`config.mk`:
```
export PLATFORM = sky130hd
export DESIGN_NAME = fifo_sched
export DESIGN_NICKNAME = d
export VERILOG_FILES = /design/src/rtl/pine_pkg.sv /design/src/rtl/fifo_sched_rr_ptr.sv /design/src/rtl/fifo_sched.sv
export SDC_FILE = /design/constraint.sdc
export NUM_CORES = 1
export LEC_CHECK = 0
export ABC_CLOCK_PERIOD_IN_PS = 4400
export CORE_UTILIZATION = 57
export CTS_CLUSTER_DIAMETER = 60
export DETAILED_ROUTE_END_ITERATION = 8
export HOLD_SLACK_MARGIN = 0.03
export PLACE_DENSITY = 0.85
export SLEW_MARGIN = 20
export SYNTH_ARGS = -nofsm -noshare
export SYNTH_HDL_FRONTEND = slang
export SYNTH_SLANG_ARGS = --single-unit
```
`constraint.sdc`:
```
create_clock -name mii_clk -period 4.4 [get_ports mii_clk]
set_clock_uncertainty 0.1 [all_clocks]
set_input_delay 0.88 -clock mii_clk [delete_from_list [all_inputs] [get_ports mii_clk]]
set_output_delay 0.88 -clock mii_clk [all_outputs]
set_load 0.005 [all_outputs]
```
`src/rtl/pine_pkg.sv`:
```
// Shared constants for the payload gathering scheduler:
// FSM state codes, index widths and header byte layout.
package pine_pkg;

  localparam int NBLOCK_DEF = 24;
  localparam int IDX_W      = 5;

  localparam logic [2:0] ST_IDLE = 3'd0;
  localparam logic [2:0] ST_SCAN = 3'd1;
  localparam logic [2:0] ST_READ = 3'd2;
  localparam logic [2:0] ST_HDR  = 3'd3;
  localparam logic [2:0] ST_BODY = 3'd4;
  localparam logic [2:0] ST_DONE = 3'd5;

  localparam int HDR_OFLOW_BIT = 7;
  localparam int HDR_IDX_W     = 5;

  function automatic logic [7:0] hdr_byte(
    input logic             oflow,
    input logic [IDX_W-1:0] idx
  );
    logic [7:0] h;
    h                  = '0;
    h[HDR_OFLOW_BIT]   = oflow;
    h[HDR_IDX_W-1:0]   = idx[HDR_IDX_W-1:0];
    return h;
  endfunction

endpackage

```
`src/rtl/fifo_sched_rr_ptr.sv`:
```
// Round-robin successor of a block index, wrapping NBLOCK -> 1.
// Out-of-range inputs (0 or > NBLOCK) restart at block 1.
module rr_ptr
  import pine_pkg::*;
#(
  parameter int NBLOCK = NBLOCK_DEF
) (
  input  logic [IDX_W-1:0] i_last_grant,
  output logic [IDX_W-1:0] o_next
);

  logic w_wrap;

  assign w_wrap = (i_last_grant == '0) ||
                  (i_last_grant >= IDX_W'(NBLOCK));

  assign o_next = w_wrap ? IDX_W'(1)
                         : i_last_grant + IDX_W'(1);

endmodule

```
`src/rtl/fifo_sched.sv`:
```
// Gathers one frame of records from the hashing-block FIFOs:
// round-robin scan, serial word read, header + body bytes out.
module fifo_sched
  import pine_pkg::*;
#(
  parameter int NBLOCK    = NBLOCK_DEF,
  parameter int WORD_BITS = 64,
  parameter int MAX_REC   = 16
) (
  input  logic              mii_clk,
  input  logic              rst_n,
  input  logic              start,
  input  logic [NBLOCK-1:0] fifo_empty,
  input  logic [NBLOCK-1:0] fifo_oflow,
  input  logic [NBLOCK-1:0] fifo_bits,
  output logic [NBLOCK-1:0] fifo_req,
  output logic [7:0]        out_data,
  output logic              out_valid,
  input  logic              out_ready,
  output logic              busy,
  output logic              done,
  output logic [4:0]        rec_count
);

  localparam int CW    = $clog2(WORD_BITS + 1);
  localparam int NBYTE = WORD_BITS / 8;

  logic [2:0]           r_state;
  logic [IDX_W-1:0]     r_last;
  logic [IDX_W-1:0]     r_cand;
  logic [IDX_W-1:0]     r_grant;
  logic [IDX_W-1:0]     r_miss;
  logic                 r_oflow;
  logic [CW-1:0]        r_cnt;
  logic [WORD_BITS-1:0] r_shift;
  logic [4:0]           r_rec;

  logic [IDX_W-1:0]     w_first;
  logic [IDX_W-1:0]     w_next;
  logic [NBLOCK-1:0]    w_cand_oh;
  logic [NBLOCK-1:0]    w_grant_oh;
  logic                 w_cand_empty;
  logic                 w_cand_oflow;
  logic                 w_bit;
  logic                 w_accept;

  rr_ptr #(.NBLOCK(NBLOCK)) u_rr_first (
    .i_last_grant (r_last),
    .o_next       (w_first)
  );

  rr_ptr #(.NBLOCK(NBLOCK)) u_rr_scan (
    .i_last_grant (r_cand),
    .o_next       (w_next)
  );

  assign w_cand_oh    = NBLOCK'(1) << (r_cand - IDX_W'(1));
  assign w_grant_oh   = NBLOCK'(1) << (r_grant - IDX_W'(1));
  assign w_cand_empty = |(fifo_empty & w_cand_oh);
  assign w_cand_oflow = |(fifo_oflow & w_cand_oh);
  assign w_bit        = |(fifo_bits & w_grant_oh);

  assign fifo_req  = (r_state == ST_READ && r_cnt < CW'(WORD_BITS))
                     ? w_grant_oh : '0;
  assign out_valid = (r_state == ST_HDR) || (r_state == ST_BODY);
  assign out_data  = (r_state == ST_HDR)  ? hdr_byte(r_oflow, r_grant) :
                     (r_state == ST_BODY) ? r_shift[WORD_BITS-1 -: 8] :
                     8'h00;
  assign busy      = (r_state != ST_IDLE) && (r_state != ST_DONE);
  assign done      = (r_state == ST_DONE);
  assign rec_count = r_rec;
  assign w_accept  = out_valid & out_ready;

  // Frame sequencer: scan, serial read, header, body, repeat.
  always_ff @(posedge mii_clk or negedge rst_n) begin
    if (!rst_n) begin
      r_state <= ST_IDLE;
      r_last  <= IDX_W'(NBLOCK);
      r_cand  <= '0;
      r_grant <= '0;
      r_miss  <= '0;
      r_oflow <= 1'b0;
      r_cnt   <= '0;
      r_shift <= '0;
      r_rec   <= '0;
    end else begin
      case (r_state)
        ST_IDLE: begin
          if (start) begin
            r_state <= ST_SCAN;
            r_rec   <= '0;
            r_cand  <= w_first;
            r_miss  <= '0;
          end
        end
        ST_SCAN: begin
          if (r_rec == 5'(MAX_REC)) begin
            r_state <= ST_DONE;
          end else if (!w_cand_empty) begin
            r_state <= ST_READ;
            r_grant <= r_cand;
            r_last  <= r_cand;
            r_oflow <= w_cand_oflow;
            r_cnt   <= '0;
          end else if (r_miss == IDX_W'(NBLOCK - 1)) begin
            r_state <= ST_DONE;
          end else begin
            r_cand <= w_next;
            r_miss <= r_miss + IDX_W'(1);
          end
        end
        ST_READ: begin
          if (r_cnt != '0) begin
            r_shift <= {r_shift[WORD_BITS-2:0], w_bit};
          end
          if (r_cnt == CW'(WORD_BITS)) begin
            r_state <= ST_HDR;
            r_cnt   <= '0;
          end else begin
            r_cnt <= r_cnt + CW'(1);
          end
        end
        ST_HDR: begin
          if (w_accept) begin
            r_state <= ST_BODY;
          end
        end
        ST_BODY: begin
          if (w_accept) begin
            r_shift <= r_shift << 8;
            if (r_cnt == CW'(NBYTE - 1)) begin
              r_state <= ST_SCAN;
              r_rec   <= r_rec + 5'd1;
              r_cand  <= w_first;
              r_miss  <= '0;
              r_cnt   <= '0;
            end else begin
              r_cnt <= r_cnt + CW'(1);
            end
          end
        end
        ST_DONE: begin
          r_state <= ST_IDLE;
        end
        default: begin
          r_state <= ST_IDLE;
        end
      endcase
    end
  end

endmodule

```
==> impl_metrics.toml, run 1 <==
[place]
port-buffer-count = 115
gp_routability_congestion = 0.873
place_ws_ns = 0.822
hpwl_um = 10900

[routing]
drt-total-wl_um = 14900
vias_per_cell = 5.95
dr.pass1.iters = 7
wire_per_inst_um = 16.4
drc = 0
drt_iter0_drc = 480
ant_nets = 0
via_count = 5384

[clock_network]
cts_inserted_buffers = 9
cts_max_level = 3
clock-sinks = 97
clock_latency_ns = 0.37
cts.clk_slew.worst_paths_ns = 0.10
cts_resized = 0
cts_tree = "yes"
root_buffer = "clkbuf_8"
cts_buffer_depth = 2
cts_hold_repair.buffers = 0
postCtsSetupRepairBufs = 0

[yosys]
yosys_warnings = 0
async_reset_ff_frac = 1.00
yosysMostFrequentCell = "nand2_1"
synth.largest_area_cell = "dfrtp_1"
synth_cells = 677
synth_area_leaders = "dfrtp_1 40%, mux2i_1 9.4%, nand2_1 7.4%"
ys_seq_area_frac = 0.407
synth_area_per_cell_um2 = 8.82
synth-edff-count = 0
synth_nets = 770
synth_top_area_frac = 0.398
synth_ff_type = "dfrtp_1"
yosysUniqueCellTypes = 60
synthTopCellsByCount = "118 x nand2_1, 95 x dfrtp_1, 86 x o21ai_0"
synth-seq-cells = 97
synthesis.area_um2 = 5970

[global_route]
grt_use_total = 0.278
grt_pass1_wl_um = 24700
antenna_found_initial = 0
grt_max_degree = 84
grt_pass1_vias = 5135
grt_overflow_total = 0

[setup_path]
start_kind = "register"
arrival_ns = 3.06
crit_type = "reg -> out"
slowest_delay_ns = 0.73
slowest_stage = "xnor2_1"
cp-end-kind = "output port"
crit_family = "simple AND/OR/NAND/NOR gates"
cp_max_fo = 11
cp_cell_sequence = "nor3_1 > xnor2_1 > nand3_1 > nor2_1 > and2_1 > clkdlybuf4s50_1"
required_ns = 3.42
critPathBufInv = 1

[sta]
grt_setup_unrepaired = "false"
slew_violations = 0
tightest_slew_ns = 0.916
setup-tns-final_ns = 0
finalCriticalPeriod_ns = 4.04
worst_slack_ns = 0.356
period_share = 0.919
hold_violations = 0
setup_viol = 0
relSlewSlack = 0.389
max_freq_ghz = 0.247

[floorplan]
ios = 116
num_rows = 36
coreArea_um2 = 9950
die_y_um = 104
die_x_um = 104
die-area_um2 = 10900
initial_core_util = 0.600

[cells_and_area]
layout-drive-gt1-share = 0.0570
n_antenna_cell = 0
nets = 860
area_delta_synth_final_pct = 23.6
fin_util = 0.741

[run]
maxCapViolations = 0

[power]
p_leak_nw = 3.01
peakVddDrop_mv = 0.285
p_per_area_nw_per_um2 = 553

[min_path]
min-delay-path-class = "reg -> reg"

[run_status]
status = "complete, no violations"
## area by class of cell
type / instances / area (um2)
repair buffers: 122 / 1200
flip-flops and latches: 97 / 2430
clock inverters: 6 / 56.3
clock buffers: 10 / 138
well taps: 133 / 166
fillers: 722 / 2580
multi-input cells: 520 / 3320
inverters: 17 / 63.8
## per-stage QoR
step / instance area, um2 / total power [mW] / cells / hold slack, ns
finish: 7370 / 4.08 / 905 / 0.412
global route: 7370 / 4.38 / 905 / 0.437
global placement: 7180 / 3.40 / 889 / 0.380
floorplan: 5970 / 2.87 / 677 / 0.350
detailed placement: 7180 / 3.48 / 889 / 0.385
CTS: 7370 / 4.05 / 905 / 0.416
## per-layer routing
metal / GRT usage / up-vias / part of all wire
li1: - / 2604 / -
met3: 0.0470 / 28 / 0.053
met4: 0.0827 / 0 / 0.021
met5: 0 / - / 0
met1: 0.376 / 2570 / 0.44
met2: 0.456 / 182 / 0.48
## placed cells by master (no fill, tap or decap), types with 5 or more instances in the layout
cell	instances
and2_1	23
a21oi_1	19
a222oi_1	5
nor2b_1	9
a21o_1	5
a22oi_1	15
and3_1	7
clkbuf_8	10
nor3_1	14
mux2i_1	56
xor2_1	6
buf_4	7
xnor2_1	7
ha_1	17
dfrtp_1	95
mux2_2	11
o21ai_0	86
nor2_1	27
nand2b_1	5
a22o_1	7
inv_1	16
nand3_1	16
a32oi_1	5
clkdlybuf4s50_1	114
nand2_1	117
## final timing paths
kind | startpoint | slack, ns | endpoint | depth (start not counted)
hold reg to reg | r_shift[63] | 0.41 | r_shift[63] | 2
setup / recovery | r_last[2] | 0.36 | fifo_req[21] | 6
setup reg to reg | r_cand[0] | 0.99 | r_miss[3] | 9
min in group asynchronous | rst_n | 0.43 | r_cand[0] | 1
hold / removal | r_shift[63] | 0.41 | r_shift[63] | 2
max in group asynchronous | rst_n | 3.02 | r_shift[52] | 2
## tightest hold or removal path: cells and delay by family (launching register included)
kind | cells | cell delay [ns]
DFF | 1 | 0.36
AOI/OAI and AO/OA | 1 | 0.07
and+or+nand+nor | 1 | 0.05
## cell families after synthesis
| kind of cell | Yosys count | synth area share |
|---|---|---|
| AO/OA/AOI/OAI | 184 | 0.197 |
| XOR/XNOR | 13 | 0.0191 |
| adder cells (fa/ha/maj) | 17 | 0.0356 |
| buffers and inverters | 60 | 0.0390 |
| flip-flops | 97 | 0.407 |
| multiplexers | 67 | 0.115 |
| AND/OR/NAND/NOR | 239 | 0.187 |
## power by group
group          switching, mW  internal [mW]  leakage (nW)
registers              0.284           1.09          1.32
clock network          0.334          0.234        0.0973
logic                   1.28          0.847          1.60
## registers in the layout, summed over array words and instances, names as in the netlist
name / flops
r_miss: 5
r_grant: 2
r_shift: 64
r_oflow: 1
r_last: 5
r_cnt: 7
rec_count: 5
r_cand: 5
r_state: 3
No activity file was read; power rests on OpenSTA's default activity.
==> run 2: changes to the inputs <==
--- a/config.mk
+++ b/config.mk
@@ -6,11 +6,12 @@
 export NUM_CORES = 1
 export LEC_CHECK = 0
 export ABC_CLOCK_PERIOD_IN_PS = 4400
-export CORE_UTILIZATION = 57
+export CORE_UTILIZATION = 58
+export CTS_BUF_LIST = sky130_fd_sc_hd__clkbuf_2
 export CTS_CLUSTER_DIAMETER = 60
 export DETAILED_ROUTE_END_ITERATION = 8
 export HOLD_SLACK_MARGIN = 0.03
-export PLACE_DENSITY = 0.85
+export PLACE_DENSITY_LB_ADDON = 0.12
 export SLEW_MARGIN = 20
 export SYNTH_ARGS = -nofsm -noshare
 export SYNTH_HDL_FRONTEND = slang
==> run 2 against run 1 <==
  * Routed wire length decreased by 0.91%
  * Non-clock buffer count unchanged
  * Combinational power about the same
  * Critical endpoint is now fifo_req[11]
  * Highest routed layer unchanged
==> impl_metrics.toml, run 2 (synthesis results as in run 1) <==
[setup_path]
arrival_ns = 3.16
r2r_cells = 9
reg2reg_setup_slack_ns = 1.01
regToRegEndpoint = "r_miss[4]"
cp-end-kind = "output port"
required_ns = 3.42
start_kind = "register"
r2r_start = "r_cand[0]"
cp_max_fo = 12
crit_type = "reg -> out"

[cells_and_area]
regMostFlops = "r_shift"
reg_top3 = "r_shift: 64 flops, r_cnt: 7 flops"
layout-drive-gt1-share = 0.0609
n_antenna_cell = 0
largest_register_ffs = 64
finalNonFillerCells = 905
layout_common_cells = "117 x nand2_1, 114 x clkdlybuf4s50_1, 94 x dfrtp_1"
final_common_cell = "nand2_1"
nets = 860
area_delta_synth_final_pct = 22.4

[clock_network]
root_buffer = "clkbuf_2"
cts_max_level = 3
cts_buffer_depth = 2
cts.clk_slew.worst_paths_ns = 0.28
clock-sinks = 97
clock_latency_ns = 0.55
cts_tree = "yes"
cts_inserted_buffers = 9
cts_hold_repair.buffers = 0

[floorplan]
num_rows = 36
die_x_um = 103
coreArea_um2 = 9860
ios = 116
die_y_um = 103
die-area_um2 = 10700
initial_core_util = 0.605

[sta]
relSlewSlack = 0.336
setup-tns-final_ns = 0
hold_violations = 0
grt_setup_unrepaired = "false"
max_freq_ghz = 0.242
setup_viol = 0
tightest_slew_ns = 0.996
finalCriticalPeriod_ns = 4.14
period_share = 0.941
slew_violations = 0

[run]
maxCapViolations = 0

[routing]
wire_per_inst_um = 16.3
drt-total-wl_um = 14700
drc = 0
via_count = 5348
ant_nets = 0
vias_per_cell = 5.91
dr.pass1.iters = 6
drt_iter0_drc = 332

[place]
hpwl_um = 11000
gp_routability_congestion = 0.874
port-buffer-count = 115
dp.cells = 889

[power]
p_leak_nw = 2.99
power.total_mw = 3.91
peakVddDrop_mv = 0.350
p_per_area_nw_per_um2 = 535

[global_route]
grt_use_total = 0.288
grt_max_degree = 129
grt_pass1_vias = 5096
antenna_found_initial = 0
grt_pass1_wl_um = 24000
grt_overflow_total = 0

[run_status]
status = "complete, no violations"

[min_path]
min-delay-path-class = "in -> async"
[run 2: changes by cell type in the layout (fill, tap and decap cells not counted), sizes merged]
| cell | before | now |
|---|---|---|
| clkbuf | 10 | 9 |
| clkinv | 2 | 4 |
| clkinvlp | 1 | 0 |
[run 2: layout make-up]
cell class                      count  area, um2
Sequential cell                    97       2430
Timing Repair Buffer              122       1200
Tap cell                          133        166
Clock buffer                        9       45.0
Clock inverter                      7       61.3
Inverter                           17       63.8
Multi-Input combinational cell    520       3340
Fill cell                         749       2560
[run 2: routing by layer]
metal	GRT usage	wire length (um)	vias to the layer above
met5	0	0	-
met2	0.484	7300	180
li1	-	-	2607
met4	0.0596	152	0
met3	0.0531	806	15
met1	0.390	6480	2546
[run 2: metrics by stage]
step / util / hold slack (ns) / cell area [um2] / worst slack, ns
floorplan: - / 0.350 / 5970 / 1.45
global placement: 0.728 / 0.376 / 7180 / 0.957
detailed placement: 0.728 / 0.386 / 7180 / 0.803
CTS: 0.738 / 0.0565 / 7280 / 0.150
global route: 0.740 / 0.0357 / 7300 / 0.0245
finish: 0.740 / 0.0818 / 7300 / 0.260
[run 2: what timing repair did]
action / 4_1_cts / 5_1_grt
resized for setup: 0 / 4
setup buffers: 0 / 0
endpoints found under the setup margin: 0 / 7
[run 2: how the worst max path moves through the flow]
stage / start / to / slack, ns / depth (start not counted)
6_report: r_last[1] / fifo_req[11] / 0.26 / 8
5_1_grt: r_last[0] / fifo_req[2] / 0.02 / 9
4_1_cts: r_last[0] / fifo_req[12] / 0.15 / 7
3_5_place_dp: r_last[0] / fifo_req[12] / 0.80 / 7
3_3_place_gp: r_last[0] / fifo_req[9] / 0.96 / 9
2_1_floorplan: r_last[0] / fifo_req[10] / 1.45 / 8
[run 2: critical path, cell delays in order (launching register included)]
cell and delay (ns):
dfrtp_1 0.52, inv_1 0.15, ha_1 0.26, nor3b_1 0.25
xor2_1 0.10, buf_4 0.19, or2_2 0.32, nor4_1 0.25
clkdlybuf4s50_1 0.58
[run 2: report_power, final]
group          total [mW]  switching, mW  internal, mW
combinational        2.12           1.27         0.844
clock               0.414          0.326        0.0889
sequential           1.37          0.281          1.09
